<file path="src/rtl/pipe_pkg.sv">
// Shared types and constants for the elastic pipeline stage register.
// Holds the occupancy state enum, control-field bit positions and default widths.
package pipe_pkg;

  localparam int DATA_W_DEF = 48;
  localparam int CTRL_W_DEF = 8;
  localparam int CNT_W_DEF  = 16;

  // Bit positions inside the control field carried alongside the payload.
  localparam int CTRL_HALT     = 0;
  localparam int CTRL_REGWR    = 1;
  localparam int CTRL_MEM2REG  = 2;
  localparam int CTRL_PCS      = 3;
  localparam int CTRL_WREG_LSB = 4;

  typedef enum logic [1:0] {
    EMPTY = 2'd0,
    ONE   = 2'd1,
    FULL  = 2'd2
  } state_e;

  function automatic logic [1:0] occ_of(input state_e s);
    logic [1:0] occ;
    occ = 2'd0;
    case (s)
      ONE:     occ = 2'd1;
      FULL:    occ = 2'd2;
      default: occ = 2'd0;
    endcase
    return occ;
  endfunction

endpackage

</file>
<file path="src/rtl/pipe_slot.sv">
// One stage-register entry (control + payload) with a load enable.
// Instantiated twice by pipe_skid_reg: once as the main slot, once as the skid slot.
module pipe_slot #(
  parameter int W = 8
) (
  input  logic         clk,
  input  logic         rst_n,
  input  logic         load_i,
  input  logic [W-1:0] d_i,
  output logic [W-1:0] q_o
);

  logic [W-1:0] data_q;

  // NOTE: sequential state uses non-blocking assignments only; this storage is
  // reset on purpose because zeroed outputs and skid contents are visible after reset.
  always_ff @(posedge clk or negedge rst_n) begin
    if (!rst_n) begin
      data_q <= '0;
    end else if (load_i) begin
      data_q <= d_i;
    end
  end

  assign q_o = data_q;

endmodule

</file>
<file path="src/rtl/pipe_skid_reg.sv">
// Elastic valid/ready stage register with a 2-entry skid buffer, synchronous flush
// and control zeroing on bubbles. Optional saturating counters via PIPE_SKID_STATS_EN.
module pipe_skid_reg
  import pipe_pkg::*;
#(
  parameter int DATA_W = DATA_W_DEF,
  parameter int CTRL_W = CTRL_W_DEF,
  parameter int CNT_W  = CNT_W_DEF
) (
  input  logic              clk,
  input  logic              rst,
  input  logic              flush,
  input  logic              in_valid,
  output logic              in_ready,
  input  logic [CTRL_W-1:0] in_ctrl,
  input  logic [DATA_W-1:0] in_data,
  output logic              out_valid,
  input  logic              out_ready,
  output logic [CTRL_W-1:0] out_ctrl,
  output logic [DATA_W-1:0] out_data,
  output logic [1:0]        occupancy
`ifdef PIPE_SKID_STATS_EN
  ,
  output logic [CNT_W-1:0]  stall_cnt,
  output logic [CNT_W-1:0]  flush_cnt
`endif
);

  localparam int ENT_W = CTRL_W + DATA_W;

  state_e             state_q, state_d;
  logic               in_ready_q, in_ready_d;
  logic               in_fire, out_fire;
  logic               main_load, skid_load, main_from_skid;
  logic [ENT_W-1:0]   in_ent, main_d, main_ent, skid_ent;

  assign in_ent    = {in_ctrl, in_data};
  assign out_valid = (state_q != EMPTY);
  assign in_fire   = in_valid & in_ready_q;
  assign out_fire  = out_valid & out_ready;

  // NOTE: every signal written here gets a default first so no latch is inferred.
  always_comb begin
    state_d        = state_q;
    main_load      = 1'b0;
    skid_load      = 1'b0;
    main_from_skid = 1'b0;
    if (flush) begin
      state_d = EMPTY;
    end else begin
      case (state_q)
        EMPTY: begin
          if (in_fire) begin
            state_d   = ONE;
            main_load = 1'b1;
          end
        end
        ONE: begin
          if (in_fire && out_fire) begin
            main_load = 1'b1;
          end else if (in_fire) begin
            state_d   = FULL;
            skid_load = 1'b1;
          end else if (out_fire) begin
            state_d = EMPTY;
          end
        end
        FULL: begin
          if (out_fire) begin
            state_d        = ONE;
            main_load      = 1'b1;
            main_from_skid = 1'b1;
          end
        end
        default: state_d = EMPTY;
      endcase
    end
    in_ready_d = (state_d != FULL);
  end

  always_ff @(posedge clk or negedge rst) begin
    if (!rst) begin
      state_q    <= EMPTY;
      in_ready_q <= 1'b1;
    end else begin
      state_q    <= state_d;
      in_ready_q <= in_ready_d;
    end
  end

  assign main_d = main_from_skid ? skid_ent : in_ent;

  pipe_slot #(.W(ENT_W)) u_main (
    .clk    (clk),
    .rst_n  (rst),
    .load_i (main_load),
    .d_i    (main_d),
    .q_o    (main_ent)
  );

  pipe_slot #(.W(ENT_W)) u_skid (
    .clk    (clk),
    .rst_n  (rst),
    .load_i (skid_load),
    .d_i    (in_ent),
    .q_o    (skid_ent)
  );

  // A bubble must never assert regWrite/halt downstream, so gate control with valid.
  assign out_ctrl  = main_ent[ENT_W-1 -: CTRL_W] & {CTRL_W{out_valid}};
  assign out_data  = main_ent[DATA_W-1:0];
  assign in_ready  = in_ready_q;
  assign occupancy = occ_of(state_q);

`ifdef PIPE_SKID_STATS_EN
  logic [CNT_W-1:0] stall_cnt_q, flush_cnt_q;

  always_ff @(posedge clk or negedge rst) begin
    if (!rst) begin
      stall_cnt_q <= '0;
      flush_cnt_q <= '0;
    end else begin
      if (out_valid && !out_ready && !(&stall_cnt_q)) begin
        stall_cnt_q <= stall_cnt_q + 1'b1;
      end
      if (flush && !(&flush_cnt_q)) begin
        flush_cnt_q <= flush_cnt_q + 1'b1;
      end
    end
  end

  assign stall_cnt = stall_cnt_q;
  assign flush_cnt = flush_cnt_q;
`endif

endmodule
</file>
<file path="config.mk">
export PLATFORM = sky130hd
export DESIGN_NAME = pipe_skid_reg
export DESIGN_NICKNAME = d
export VERILOG_FILES = /design/src/rtl/pipe_pkg.sv /design/src/rtl/pipe_slot.sv /design/src/rtl/pipe_skid_reg.sv
export SDC_FILE = /design/constraint.sdc
export NUM_CORES = 1
export LEC_CHECK = 0
export ABC_CLOCK_PERIOD_IN_PS = 2800
export CORE_MARGIN = 2
export CORE_UTILIZATION = 60
export CTS_BUF_LIST = sky130_fd_sc_hd__clkbuf_8
export CTS_CLUSTER_SIZE = 14
export DETAILED_ROUTE_END_ITERATION = 8
export DONT_BUFFER_PORTS = 1
export PLACE_DENSITY_LB_ADDON = 0.1
export SETUP_SLACK_MARGIN = 0.05
export SLEW_MARGIN = 10
export SYNTH_ARGS = -nofsm -noshare
export SYNTH_HDL_FRONTEND = slang
export SYNTH_SLANG_ARGS = --single-unit
</file>
<file path="constraint.sdc">
create_clock -name clk -period 2.8 [get_ports clk]
set_input_delay 0.28 -clock clk [delete_from_list [all_inputs] [get_ports clk]]
set_output_delay 0.28 -clock clk [all_outputs]
set_load 0.005 [all_outputs]
</file>
==> impl_metrics.tcl <==
set metrics [dict create \
    ys_ff_latch 115 \
    power.density_mw_per_mm2 758 \
    drc 0 \
    vias 3135 \
    grt_max_degree 116 \
    endpoint_kind "flop" \
    path_cells "nand4bb_1 > a31oi_4 > buf_12 > nor2_1 > a21oi_1" \
    num_antenna_cells 0 \
    drt_iter0_drc 72 \
    clkTransAtPathRegs_ns 0.07 \
    yosys-top-cells-area "dfrtp_1, mux2i_1, mux2_2, buf_4, a21oi_1" \
    port_buffers 0 \
    tritoncts "built" \
    cp-start-kind "flop" \
    rr_startpoint "in_ready" \
    cap_violations 0 \
    yosys.cell_types.count 28 \
    setup_viol 0 \
    io_pins 121 \
    post_cts_buffers 0 \
    postRouteAntennaNets 0 \
    skew_ns 0.00893 \
    post_drt_wl_per_cell_um 17.1 \
    required_ns 3.13 \
    holdCritPathClass "in2async" \
    crit_path_top_delay_cell "dfstp_2" \
    area_growth_pct 10.4 \
    synth_nets 500 \
    synth-edff-count 0 \
    initial_utilization_pct 61.5 \
    ctsHtreeMaxLevel 4 \
    cp.buffers_inverters 1 \
    ys_async_sr_fraction_pct 100 \
    reg2regPathDepth 5 \
    crit_cells 5 \
    grt_pass1_vias 3218 \
    fp.dieW_um 98.3 \
    worst_slew_pin_slew_ns 0.614 \
    drt-total-wl_um 9570 \
    overflow 0 \
    period_share_pct 66.9 \
    cts_sinks 115 \
    crit_type "reg2reg" \
    die_area_mm2 0.00967 \
    fin_crit_ns 1.87 \
    hold_viol 115 \
    yosys.area.top_type "dfrtp_1" \
    rsz0062_at_grt "no" \
    fin_tns_setup_ns 0 \
    fill_cells 686 \
    synthTopCellsByCount "dfrtp_1, nor2_1, a21oi_1, mux2i_1, buf_4" \
    syn_area_per_cell_um2 12.2 \
    coreArea_mm2 0.00868 \
    dp.cells 478 \
    ir_worst_vdd_uv 373 \
    drive_gt1_share_pct 18.1 \
    fmax_ghz 0.534 \
    cp_data_arrival_time_ns 2.21 \
    r2r_slack_ns 0.93 \
    antenna_found_initial 0 \
    grt_pass1_wl_um 15600 \
    syn_inst 439 \
    cts_buffer_depth 2 \
    gp_congestion 0.779 \
    outcome "finished, violations left" \
    clockRootBuffer "clkbuf_8" \
    finalNonFillerCells 560 \
    total_power_mw 4.46 \
    slew_violations 0 \
    hold_ws_ns -0.444 \
    yosysMostFrequentCell "dfrtp_1" \
    ys_warn_count 0 \
    rows 34 \
    timing.rr.end "u_main.q_o[38]" \
    ctsHoldBuffers 51 \
    layout.nets 503 \
    netlist_area_mm2 0.00534 \
    dpl.hpwl_um 5400 \
    drt-vias-per-instance 5.60 \
    numCtsBuffers 17 \
    path_delay_family "flip-flops" \
    cp_max_fo 104 \
    synth_top_area_share_pct 53.4 \
    die_h_um 98.3 \
    relSlewSlack_pct 58.9 \
    violations "negative hold slack" \
    clock_latency_ns 0.41 \
    synth_seq_area_share_pct 53.9 \
    dr.pass1.iters 4 \
    crit_path_max_incr_delay_ns 0.58 \
    ys.flop_type "dfrtp_1" \
    cts_resized 0 \
    track_usage_pct 20.6 \
    p_leak_nw 2.43 \
]
kinds of logic after synthesis:
group	after synthesis	share of synthesized area, %
muxes	112	22.6
AOI/OAI and AO/OA	59	5.74
and+or+nand+nor	78	6.70
buffers and inverters	75	11.0
DFF	115	53.9
cell usage in the layout (no fill, tap or decap):
| master | Yosys | final |
|---|---|---|
| a21o_1 | 1 | 1 |
| mux2i_1 | 56 | 56 |
| a21oi_1 | 56 | 56 |
| and2b_1 | 1 | 1 |
| nand2_1 | 2 | 2 |
| buf_12 | 5 | 2 |
| buf_4 | 51 | 2 |
| clkinv_2 | 0 | 2 |
| mux2_2 | 44 | 44 |
| nor2b_1 | 8 | 8 |
| clkbuf_8 | 0 | 21 |
| and3b_4 | 0 | 1 |
| dlygate4sd3_1 | 0 | 53 |
| a31oi_1 | 1 | 1 |
| mux2_1 | 8 | 8 |
| nor2_1 | 58 | 58 |
| nand4_1 | 1 | 1 |
| bufinv_16 | 0 | 3 |
| dfrtp_1 | 114 | 114 |
| a31oi_4 | 0 | 1 |
| and2_1 | 1 | 1 |
| nand4b_1 | 1 | 1 |
| dfstp_2 | 1 | 1 |
| nor2b_4 | 1 | 1 |
| inv_1 | 2 | 5 |
| nand4bb_1 | 1 | 1 |
| mux2_4 | 4 | 4 |
| nand3_1 | 1 | 1 |
| nand3b_1 | 2 | 2 |
stage by stage:
stage	util (%)	setup WS, ns	area (µm²)	hold slack (ns)
after CTS	67.6	0.924	5870	-0.475
after global routing	67.9	0.777	5890	-0.482
after global placement	57.2	1.04	4960	-0.0136
final	67.9	0.927	5890	-0.444
after detailed placement	57.2	0.973	4960	-0.0138
after floorplan	-	1.21	5340	-0.0156
flip-flops by register name, summed over array words and instances (netlist names):
name        flops
u_main.q_o     56
u_skid.q_o     56
state_q         2
in_ready        1
power by group:
| group | total (mW) | internal (mW) | switching (mW) |
|---|---|---|---|
| logic | 0.581 | 0.359 | 0.222 |
| clock network | 1.56 | 0.949 | 0.608 |
| registers | 2.32 | 2.08 | 0.248 |
| total | 4.46 | 3.38 | 1.08 |
worst max path at each step:
stage / startpoint / end
6_report: in_ready / u_main.q_o[38]
5_1_grt: in_ready / u_main.q_o[34]
4_1_cts: state_q[0] / out_ctrl[1]
3_5_place_dp: in_ready / u_main.q_o[38]
3_3_place_gp: in_ready / u_main.q_o[35]
2_1_floorplan: in_ready / u_main.q_o[0]
cell type report:
class	instances	area (µm²)	area share (%)
well taps	108	135	2.29
repair buffers	57	586	9.94
inverters	2	7.51	0.127
flip-flops and latches	115	2880	48.9
clock buffers	21	289	4.91
clock inverters	8	111	1.89
multi-input cells	249	1880	32.0
metal layers:
layer	GRT usage, %	routed length (µm)
met1	25.5	4100
met2	32.9	4660
met3	8.23	717
met4	7.38	83
met5	0	0
No activity file was read; power rests on OpenSTA's default activity.
